**config.mk**
```make
export PLATFORM = sky130hd
export DESIGN_NAME = cdb_arbiter
export DESIGN_NICKNAME = d
export VERILOG_FILES = /design/src/rtl/cdb_arbiter.sv
export SDC_FILE = /design/constraint.sdc
export NUM_CORES = 1
export LEC_CHECK = 0
export CAP_MARGIN = 20
export CORE_ASPECT_RATIO = 1.2
export CORE_MARGIN = 1
export CORE_UTILIZATION = 48
export CTS_CLUSTER_DIAMETER = 150
export DETAILED_ROUTE_END_ITERATION = 10
export GPL_TIMING_DRIVEN = 0
export PLACE_DENSITY = 0.9
export SETUP_SLACK_MARGIN = 0.02
export SYNTH_ARGS = -nofsm -noshare
export SYNTH_HDL_FRONTEND = slang
export SYNTH_SLANG_ARGS = --single-unit
```
**constraint.sdc**
```tcl
create_clock -name clk -period 3.6 [get_ports clk]
set_input_delay 0.54 -clock clk [delete_from_list [all_inputs] [get_ports clk]]
set_output_delay 0.54 -clock clk [all_outputs]
set_load 0.01 [all_outputs]
```
**src/rtl/cdb_arbiter.sv**
```systemverilog
`default_nettype none
// ============================================================================
//  Module      : cdb_arbiter
//  Description : Common-data-bus arbiter. Each functional unit hands one
//                completed result over a valid/ready handshake into its own
//                one-entry holding buffer. Every cycle the first full buffer
//                at or after the round-robin pointer is broadcast on the CDB.
//                A ROB flush discards every held result.
//  Ports       : clk            - clock, rising edge
//                reset          - asynchronous, active-low reset
//                flush          - ROB flush, drops all held results
//                fu_valid/ready - per-FU handshake
//                fu_rob_tag, fu_data, fu_target_pc, fu_mispredict
//                               - per-FU result fields (flattened, FU0 in LSBs)
//                cdb_valid, cdb_rob_tag, cdb_data, cdb_target_pc,
//                cdb_mispredict - broadcast towards the ROB / RS tag snoop
//                cdb_grant      - one-hot index of the broadcast buffer
//  Revision    : 1.0 - initial release
// ============================================================================
module cdb_arbiter #(
    parameter int NUM_FU      = 4,
    parameter int XLEN        = 32,
    parameter int ROB_TAG_LEN = 5
) (
    input  logic                          clk,
    input  logic                          reset,
    input  logic                          flush,
    input  logic [NUM_FU-1:0]             fu_valid,
    input  logic [NUM_FU*ROB_TAG_LEN-1:0] fu_rob_tag,
    input  logic [NUM_FU*XLEN-1:0]        fu_data,
    input  logic [NUM_FU*XLEN-1:0]        fu_target_pc,
    input  logic [NUM_FU-1:0]             fu_mispredict,
    output logic [NUM_FU-1:0]             fu_ready,
    output logic                          cdb_valid,
    output logic [ROB_TAG_LEN-1:0]        cdb_rob_tag,
    output logic [XLEN-1:0]               cdb_data,
    output logic [XLEN-1:0]               cdb_target_pc,
    output logic                          cdb_mispredict,
    output logic [NUM_FU-1:0]             cdb_grant
);

    localparam int PTR_W = (NUM_FU > 1) ? $clog2(NUM_FU) : 1;
    // One extra bit so the wrap comparison can see values >= NUM_FU.
    localparam logic [PTR_W:0]   c_NUM_FU = (PTR_W+1)'(NUM_FU);
    localparam logic [PTR_W-1:0] c_LAST   = PTR_W'(NUM_FU - 1);

    // Holding buffers
    logic [NUM_FU-1:0]      full_q;
    logic [NUM_FU-1:0]      full_d;
    logic [ROB_TAG_LEN-1:0] tag_q  [NUM_FU];
    logic [XLEN-1:0]        data_q [NUM_FU];
    logic [XLEN-1:0]        tpc_q  [NUM_FU];
    logic [NUM_FU-1:0]      misp_q;
    logic [PTR_W-1:0]       rr_ptr_q;
    logic [PTR_W-1:0]       rr_ptr_d;

    // Selection
    logic                   w_found;
    logic [PTR_W-1:0]       w_sel;
    logic                   w_bus_valid;
    logic [NUM_FU-1:0]      w_grant;
    logic [NUM_FU-1:0]      w_accept;

    // ------------------------------------------------------------------------
    // Round-robin scan: first full buffer at rr_ptr, rr_ptr+1, ... (mod NUM_FU)
    // ------------------------------------------------------------------------
    always_comb begin
        logic [PTR_W:0] scan;
        scan    = '0;
        w_found = 1'b0;
        w_sel   = '0;
        for (int k = 0; k < NUM_FU; k++) begin
            scan = {1'b0, rr_ptr_q} + (PTR_W+1)'(k);
            if (scan >= c_NUM_FU) begin
                scan = scan - c_NUM_FU;
            end
            if (!w_found && full_q[scan[PTR_W-1:0]]) begin
                w_found = 1'b1;
                w_sel   = scan[PTR_W-1:0];
            end
        end
    end

    // A flush suppresses the broadcast entirely, grant included.
    assign w_bus_valid = w_found & ~flush;

    always_comb begin
        w_grant = '0;
        for (int i = 0; i < NUM_FU; i++) begin
            w_grant[i] = w_bus_valid && (w_sel == PTR_W'(i));
        end
    end

    // A draining buffer is free again in the same cycle, so a granted FU can
    // hand over its next result back-to-back.
    assign fu_ready = ~{NUM_FU{flush}} & (~full_q | w_grant);
    assign w_accept = fu_valid & fu_ready;

    // ------------------------------------------------------------------------
    // CDB drive: fields are forced to zero whenever nothing is broadcast
    // ------------------------------------------------------------------------
    assign cdb_valid      = w_bus_valid;
    assign cdb_grant      = w_grant;
    assign cdb_rob_tag    = w_bus_valid ? tag_q[w_sel]  : '0;
    assign cdb_data       = w_bus_valid ? data_q[w_sel] : '0;
    assign cdb_target_pc  = w_bus_valid ? tpc_q[w_sel]  : '0;
    assign cdb_mispredict = w_bus_valid & misp_q[w_sel];

    // ------------------------------------------------------------------------
    // Next state
    // ------------------------------------------------------------------------
    always_comb begin
        full_d   = full_q;
        rr_ptr_d = rr_ptr_q;
        if (flush) begin
            full_d = '0;
        end else begin
            // Accept wins over drain for a buffer refilled in its grant cycle.
            full_d = (full_q & ~w_grant) | w_accept;
        end
        if (w_bus_valid) begin
            rr_ptr_d = (w_sel == c_LAST) ? '0 : w_sel + PTR_W'(1);
        end
    end

    always_ff @(posedge clk or negedge reset) begin
        if (!reset) begin
            full_q   <= '0;
            rr_ptr_q <= '0;
            misp_q   <= '0;
            for (int i = 0; i < NUM_FU; i++) begin
                tag_q[i]  <= '0;
                data_q[i] <= '0;
                tpc_q[i]  <= '0;
            end
        end else begin
            full_q   <= full_d;
            rr_ptr_q <= rr_ptr_d;
            for (int i = 0; i < NUM_FU; i++) begin
                if (w_accept[i]) begin
                    tag_q[i]  <= fu_rob_tag[i*ROB_TAG_LEN +: ROB_TAG_LEN];
                    data_q[i] <= fu_data[i*XLEN +: XLEN];
                    tpc_q[i]  <= fu_target_pc[i*XLEN +: XLEN];
                    misp_q[i] <= fu_mispredict[i];
                end
            end
        end
    end

endmodule
`default_nettype wire

```
# After elaboration in Yosys (flattened, before gate mapping)
# Cells that the tools add are included.
classes:
  n_reduce_logical: 11
  magnitude_cmp: 10
  add_sub_neg: 8
  n_bitwise: 12
  eq_ne: 3
  mux: 36
ops:
  columns: ["op", "n"]
  rows:
  - ["$mux 32", 6]
  - ["$bmux 32 s2", 2]
  - ["$mux 2", 9]
  - ["$lt 2x3->1 const B", 5]
  - ["$mux 5", 3]
  - ["$and 4x4->4", 3]
  - ["$ge 3x3->1 const B", 4]
  - ["$not 4->4", 3]
  - ["$bmux 1 s2", 5]
  - ["$bmux 5 s2", 1]
  - ["$mux 1", 9]
  - ["$or 4x4->4", 2]
  - ["$sub 2x1->2 const B", 4]
  - ["$logic_and 1x1->1", 7]
  - ["$add 2x2->3 const B", 2]
  - ["$eq 2x2->1 const B", 2]
  - ["$mux 4", 1]
  - ["$add 2x1->3 const B", 1]
  - ["$ge 2x3->1 const B", 1]
  - ["$logic_not 1->1", 3]
  - ["$not 2->3", 1]
  - ["$add 2x1->2 const B", 1]
  - ["$and 1x1->1", 2]
  - ["$eq 2x1->1 const B", 1]
  - ["other kinds (2)", 2]
word_totals:
  elab_cells: 98
  input_bits: 287
  ff_bits: 286

# Longest topological paths before layout
# Gate-level depths: netlist of the first run.
depth:
  ltp_word: 21
  mapped_depth: 14

# Worst setup path after synthesis of the first run
# No wires, ideal clock.
synth_path:
  kind: "register to register"
  startpoint: "reg full_q[0]"
  endpoint: "reg data_q[0] in the netlist's numbering"
  slack_ps: 809
  arrival_time_ps: 2666
  setup_time_ps: 125
  stages_incl_launch_ff: 14
  n_path_buf: 5
  period_less_slack_ps: 2791
  cell_sequence: "dfrtp_1 -> nor2b_1 -> o21ai_0 -> o21a_1 -> buf_2 -> buf_4 -> buf_2 -> ha_1 -> nor2b_1 -> nor2_1 -> and2_1 -> clkbuf_1 -> buf_2 -> mux2_2"
synth_via:
  elab_chain_cells: 17
synth_lines:
  columns: ["item", "line", "source"]
  rows:
  - ["from (decl)", "48", "logic [NUM_FU-1:0] full_q;"]
  - ["from (signal assigned)", "137", "full_q <= full_d;"]
  - ["$bmux 1 s2", "77", "if (!w_found && full_q[scan[PTR_W-1:0]]) begin"]
  - ["$mux 1 (implied by the code)", "77", null]
  - ["$mux 1", "77", null]
  - ["$logic_not 1->1", "77", null]
  - ["$logic_and 1x1->1", "77", null]
  - ["$mux 1", "77", null]
  - ["$logic_not 1->1", "77", null]
  - ["$logic_and 1x1->1", "77", null]
  - ["(+2 left out)", null, null]
  - ["$logic_and 1x1->1", "77", null]
  - ["$mux 2 / $mux 1 (equally long branches)", "77", null]
  - ["$eq 2x2->1 / $and 1x1->1 (equally long branches)", "90, 85", null]
  - ["$logic_and 1x1->1 (*)", "90", "w_grant[i] = w_bus_valid && (w_sel == PTR_W'(i));"]
  - ["$or 4x4->4 (*)", "96", "assign fu_ready = ~{NUM_FU{flush}} & (~full_q | w_grant);"]
  - ["$and 4x4->4 (*)", "96", null]
  - ["net fu_ready[3]", "33", "output logic [NUM_FU-1:0] fu_ready,"]
  - ["$and 4x4->4 (*)", "97", "assign w_accept = fu_valid & fu_ready;"]
  - ["to (signal, indexed assignment)", "142", "data_q[i] <= fu_data[i*XLEN +: XLEN];"]
  - ["to (decl)", "51", "logic [XLEN-1:0] data_q [NUM_FU];"]
# The timed path passes the listed nets; every way through them passes the cells marked *. The select of a mux whose other input is x is not followed.
# A chain may end at the register's enable or synchronous reset.

# Worst setup path after layout of the first run
layout_path:
  startpoint: "reg full_q[0]"
  endpoint: "out cdb_data[3]"
layout_via:
  elab_chain_cells: 17
layout_lines:
  columns: ["item", "line", "source"]
  rows:
  - ["$bmux 1 s2", "77", null]
  - ["$mux 1 (implied by the code)", "77", null]
  - ["$mux 1", "77", null]
  - ["$logic_not 1->1", "77", null]
  - ["$logic_and 1x1->1", "77", null]
  - ["$mux 1", "77", null]
  - ["$logic_not 1->1", "77", null]
  - ["$logic_and 1x1->1", "77", null]
  - ["$mux 1", "77", null]
  - ["$logic_not 1->1", "77", null]
  - ["$logic_and 1x1->1", "77", null]
  - ["$mux 2", "77", null]
  - ["$not 2->3 (implied by the code)", "105", "assign cdb_data = w_bus_valid ? data_q[w_sel] : '0;"]
  - ["$bmux 32 s2", "105", null]
  - ["$mux 32 (implied by the code) (2 in series)", "105", null]
  - ["$mux 32 (*)", "105", null]
  - ["to (decl)", "36", "output logic [XLEN-1:0] cdb_data,"]
# Mark *: on every way between the ends. The rest lies on a longest branch, timed or not. The select of a mux whose other input is x is not followed.

==> run metrics, run 1 <==
Worst-Margin Slew=0.8115 ns; Post-Route Utilization=69.45%; Tmin final=3.515 ns; met1 usage=32.54%; DIE AREA=27,480 µm²; Final Setup Violations=0; clock skew=0.008306 ns; total wire length=38,330 µm; gr busiest metal=met2; hold path endpoint=tpc_q[39]; io pins=366; ANT nets after route=0; critical setup path kind=reg2out; hold depth=1; Slowest cell on crit path=clkdlybuf4s50_1; RSZ-0062 raised after global routing=true; crit-path max cell delay=0.58 ns; DP Cell Count=1,594; Worst R2R End=data_q[12]; crit-path max FO=10; DR vias=9,093; reg2reg start=full_q[0]; Final Cycle Share=97.64%; share of cells above drive strength 1=30.26%; die extent in x=151.5 µm; WL/cell=23.19 µm; Buf/Inv on CP=2; Pwr per Cell Area=602.2 nW/µm²; gpl congestion=0.8138; commonest non-fill, non-tap cell in the layout=clkdlybuf4s50_1; post-CTS setup buffer count=0; syn_area_per_cell=14.43 µm²; Worst-Skew Late Latency=0.54 ns; port bufs=365; CP Depth=7; drt via density=5.501; FF-to-FF path depth=12; CP cell instances=nor2b_1, or3b_1, a21oi_4, nand2_4, buf_4, o22ai_1, clkdlybuf4s50_1; CP top delay family=buffers and inverters; Final Slew Violations=0; met2 Track Usage GR=48.00%; drt drc=0; die height=181.4 µm; Final Hold Fails=0; Clock Path Buffers=3; Seq/Total Area, Yosys=55.60%; Layout area overhead=42.19%; initial antenna violation count=4; first-pass GRT wire length=56,940 µm; syn_nets=1,180; count of different cell masters after synthesis=25; # rows=65; worst endpoint data arrival time=2.98 ns; Detailed Routing Iterations Pass 1=6; peak supply drop=456.6 µV; vias in the first global route=10,130; Tot GR Track Use=27.61%; FF-to-FF setup slack=0.26 ns; CTS Sinks=286; met3 usage=5.628%; GRT overflow=0; pin count of the biggest net entering global routing=116; total CTS buffers=29; MaxCap Viol Count=0; fmax=0.2845 GHz; max_slew headroom=45.66%; Root Buffer=clkbuf_16; Starting Density=48.85%; Worst setup SP type=register; outcome=finished clean; Core Area=26,350 µm²; hold crit path type=reg2reg; leakage power figure=7.999 nW; final cell count without fillers=1,653; 1st-iter DRT viols=297; most frequent cells in the layout=clkdlybuf4s50_1 (332), dfrtp_1 (284), mux2_2 (265); yosys warns=0; CTS tree=yes; Mapped Cells=892; Detailed Place HPWL=26,820 µm; Worst Path Required=3.06 ns; hold path startpoint=tpc_q[39]; Seq cells post-synth=286; CP Capture Type=output pin; H-tree levels=1; clock-pin slew on the worst setup and hold paths=0.06 ns; Nets=1,578; Post-Syn Area=12,870 µm²
## registers in the layout (all words and copies together), names as in the netlist
| signal | count |
|---|---|
| data_q | 128 |
| tpc_q | 128 |
| tag_q | 20 |
| full_q | 4 |
| misp_q | 4 |
| rr_ptr_q | 2 |
## synthesized netlist by cell type (all sizes together)
cell    number  share of area, %
a21oi        8              0.31
and2         3              0.15
buf         62               3.3
clkbuf       1             0.029
dfrtp      286                56
ha           1             0.097
inv          3             0.087
mux2       280                24
mux2i      140                11
nand2        2             0.058
nand2b       5              0.24
nand3        1             0.039
nor2        15              0.44
nor2b        2             0.097
nor3         1             0.039
nor3b        2              0.24
o21a         2              0.12
o21ai        5              0.19
o221a        1             0.087
o22ai       71               3.5
or3b         1             0.068
## kinds of logic (layout without fill, tap and decap cells)
group           Yosys count  in the layout  share of synthesized area, %
buf+inv                  66            486                         3.383
mux                     420            420                         35.38
simple gates             32             32                         1.371
fa+ha+maj                 1              1                       0.09719
flops                   286            286                         55.60
compound gates           87             87                         4.161
other cells               0              6                             0
## where the power goes
group | total [W] | switching (W) | internal [W]
clock network | 0.00322 | 0.00128 | 0.00194
logic | 0.00343 | 0.00148 | 0.00195
registers | 0.00437 | 0.000422 | 0.00395
## cell type report
class / instances / area, µm²
flip-flops and latches: 286 / 7159
repair buffers: 368 / 3781
plain buffers: 62 / 550.5
diodes: 6 / 15.01
multi-input cells: 540 / 5340
fillers: 1822 / 8049
clock buffers: 37 / 805.8
inverters: 3 / 11.26
clock inverters: 16 / 219.0
well taps: 335 / 419.2
## per-layer routing
metal  part of all wire, %  wire (µm)
met3                   7.0       2670
met2                    51      19550
met1                    38      14570
met5                     0          0
met4                   4.0       1539
## how the worst max path moves through the flow
stage                         start                end  slack (ns)
after CTS                 full_q[0]  cdb_target_pc[16]        0.01
after floorplan           full_q[0]          data_q[0]        0.81
after global routing      full_q[0]   cdb_target_pc[3]       -0.03
final                     full_q[0]        cdb_data[3]        0.08
after global placement        reset         data_q[49]      -10.13
after detailed placement  full_q[0]           tag_q[1]       -0.16
## metrics by stage
| step | setup slack [ns] | hold slack [ns] | setup TNS, ns | total power, W | area [µm²] |
|---|---|---|---|---|---|
| floorplan | 0.8093 | 0.2444 | 0 | 0.006239 | 12870 |
| global placement | -10.13 | 0.4675 | -2890.74 | 0.007589 | 16940 |
| detailed placement | -0.1601 | 0.4753 | -9.117 | 0.007709 | 17000 |
| CTS | 0.01000 | 0.4927 | 0 | 0.01102 | 18120 |
| global route | -0.02903 | 0.5137 | -0.04834 | 0.01149 | 18290 |
| finish | 0.08489 | 0.4931 | 0 | 0.01102 | 18300 |
## repair_timing
action                                  4_1_cts  5_1_grt
gates resized for setup                      33       61
endpoints found under the setup margin      142      136
endpoints found under the hold margin        62        0
pin swaps                                     1        0
hold buffers                                  1        0
No activity file was read; power rests on OpenSTA's default activity.
==> inputs of run 2 (changes only) <==
--- a/config.mk
+++ b/config.mk
@@ -5,7 +5,6 @@
 export SDC_FILE = /design/constraint.sdc
 export NUM_CORES = 1
 export LEC_CHECK = 0
-export CAP_MARGIN = 20
 export CORE_ASPECT_RATIO = 1.2
 export CORE_MARGIN = 1
 export CORE_UTILIZATION = 48
==> results of run 2 <==
The final DEF is identical to that of run 1; final timing and power are the same.
==> inputs of run 3 (changes only) <==
--- a/config.mk
+++ b/config.mk
@@ -5,7 +5,7 @@
 export SDC_FILE = /design/constraint.sdc
 export NUM_CORES = 1
 export LEC_CHECK = 0
-export CORE_ASPECT_RATIO = 1.2
+export CORE_ASPECT_RATIO = 0.75
 export CORE_MARGIN = 1
 export CORE_UTILIZATION = 48
 export CTS_CLUSTER_DIAMETER = 150
@@ -13,6 +13,7 @@
 export GPL_TIMING_DRIVEN = 0
 export PLACE_DENSITY = 0.9
 export SETUP_SLACK_MARGIN = 0.02
+export SLEW_MARGIN = 40
 export SYNTH_ARGS = -nofsm -noshare
 export SYNTH_HDL_FRONTEND = slang
 export SYNTH_SLANG_ARGS = --single-unit
==> run 3 against run 2 <==
  * Core utilization grew 0.78 points
  * Sequential power barely moved
  * First-iteration DRC count up 23%
  * Die area about the same
  * Critical endpoint is now cdb_data[25]
==> run metrics, run 3 (synthesis results as in run 1) <==
outcome=finished clean; Regs by FF count=data_q x128, tpc_q x128, tag_q x20; Layout area overhead=42.75%; first-pass GRT wire length=56,990 µm (about the same); port bufs=365 (unchanged); die height=143.8 µm (-21%); H-tree levels=1 (unchanged); Pwr per Cell Area=592.7 nW/µm² (-1.6%); WL met2=18,380 µm (-6.0%); WL/cell=22.74 µm (-2.0%); critical setup path kind=reg2out; Final Cycle Share=97.54% (-0.10 points); Final Hold Fails=0 (unchanged); Slowest cell on crit path=clkdlybuf4s50_1; Top Metal Used=met4; peak supply drop=390.8 µV (-14%); DR vias=9,149 (+0.62%); Final Setup Violations=0 (unchanged); total CTS buffers=28 (-3.4%); 1st-iter DRT viols=365 (+23%); most frequent cells in the layout=clkdlybuf4s50_1 (305), dfrtp_1 (285), mux2_2 (265); vias in the first global route=9,995 (-1.4%); Starting Density=49.20% (+0.35 points); gpl congestion=0.8440 (+3.7%); Root Buffer=clkbuf_16; met3 WL=3158 µm (+18%); DIE AREA=27,480 µm² (about the same); CP Capture Type=output pin; RSZ-0062 raised after global routing=false; ANT nets after route=0 (unchanged); pin count of the biggest net entering global routing=78 (-33%); Nets=1,583 (+0.32%); total wire length=37,810 µm (-1.4%); Worst-Skew Late Latency=0.53 ns (about the same); Clock Path Buffers=3 (unchanged); drt drc=0 (unchanged); Core Area=26,160 µm² (-0.71%); final cell count without fillers=1,663 (+0.60%); MaxCap Viol Count=0 (unchanged); Worst Path Required=3.06 ns (about the same); CTS tree=yes; Detailed Routing Iterations Pass 1=5 (-1); initial antenna violation count=3 (-1); Worst setup SP type=register; leakage power figure=8.431 nW (+5.4%); fmax=0.2848 GHz (+0.11%); max_slew headroom=46.32% (+0.66 points); clock skew=0.007723 ns (-0.0005832 ns); hold crit path type=in2async; Worst-Margin Slew=0.8044 ns (-0.007191 ns); GRT overflow=0 (unchanged); Final Slew Violations=0 (unchanged); CP cell instances=nor2b_1, or3b_1, a21oi_2, nand2_2, buf_4, buf_2, o22ai_1, clkdlybuf4s50_1; DP Cell Count=1,605 (+0.69%); Tot Pwr=0.01089 W (-1.2%); crit-path max cell delay=0.58 ns (about the same); CTS Sinks=286 (unchanged); die extent in x=191.1 µm (+26%); share of cells above drive strength 1=29.94% (-0.32 points); Tmin final=3.511 ns (-0.003718 ns); # rows=51 (-22%); commonest non-fill, non-tap cell in the layout=clkdlybuf4s50_1; metal1 wirelength=15,360 µm (+5.4%); worst endpoint data arrival time=2.97 ns (about the same); clock-pin slew on the worst setup and hold paths=0.06 ns (about the same); drt via density=5.502 (about the same); Tot GR Track Use=27.42% (-0.19 points); Detailed Place HPWL=27,440 µm (+2.3%); io pins=366 (unchanged); crit-path max FO=10 (unchanged)
[run 3: cell types whose count changed in the layout (fill, tap and decap cells not counted), moves of 3 or more]
cell             change
buf_2                +6
clkdlybuf4s50_1     -27
diode_2              -3
dlymetal6s2s_1      +27
mux2i_1              +6
mux2i_2              -6
[run 3: path summary, 6_finish.rpt]
path                           start           end  slack (ns)  cells after the start
max in group asynchronous      reset     full_q[0]        2.05                      4
max                        full_q[0]  cdb_data[25]        0.09                      8
min in group clk           tpc_q[43]     tpc_q[43]        0.49                      1
min reg2reg                tpc_q[43]     tpc_q[43]        0.49                      1
min                            reset     tpc_q[30]        0.48                      2
max reg2reg                full_q[0]      tag_q[1]        0.25                     13
[run 3: final cells by class]
type	count	area, µm²
plain buffers	63	520.5
inverters	3	11.26
flip-flops and latches	286	7158
well taps	344	430.4
diodes	3	7.507
multi-input cells	540	5318
repair buffers	373	3926
fillers	1735	7789
clock inverters	12	168.9
clock buffers	39	833.3
[run 3: per-stage QoR]
step	TNS [ns]	setup WS [ns]	hold slack, ns	cell area, µm²	utilization, %
after global routing	0	0.02095	0.4949	18370	70.23
after global placement	-2899.41	-10.15	0.4668	16960	64.81
after CTS	-0.08029	-0.03035	0.4686	18160	69.41
after detailed placement	-5.721	-0.1833	0.4445	17080	65.27
after floorplan	0	0.8093	0.2444	12870	-
final	0	0.08860	0.4832	18370	70.23
[run 3: report_power, final]
part	total (W)	internal, W	switching [W]
clock network	0.00315	0.00190	0.00125
logic	0.00339	0.00191	0.00148
registers	0.00435	0.00395	0.000403
[run 3: timing repair]
| item | in CTS | in global routing |
|---|---|---|
| hold buffers | 1 | 0 |
| buffers inserted | 2 | 1 |
| endpoints found under the setup margin | 143 | 96 |
| endpoints found under the hold margin | 39 | 0 |
| pin swaps | 0 | 1 |
| gates resized for setup | 25 | 73 |
[run 3: per-layer routing]
metal | vias up | global-route usage, %
met2 | 341 | 45.84
met1 | 4677 | 34.65
met3 | 56 | 7.570
met5 | - | 0
met4 | 0 | 8.396
li1 | 4075 | -
[run 3: critical path: cells and delay by family, from the launching register on]
kind	cells	cell delay, ns
compound gates	2	0.42
buf+inv	3	0.95
flops	1	0.45
simple gates	3	0.61
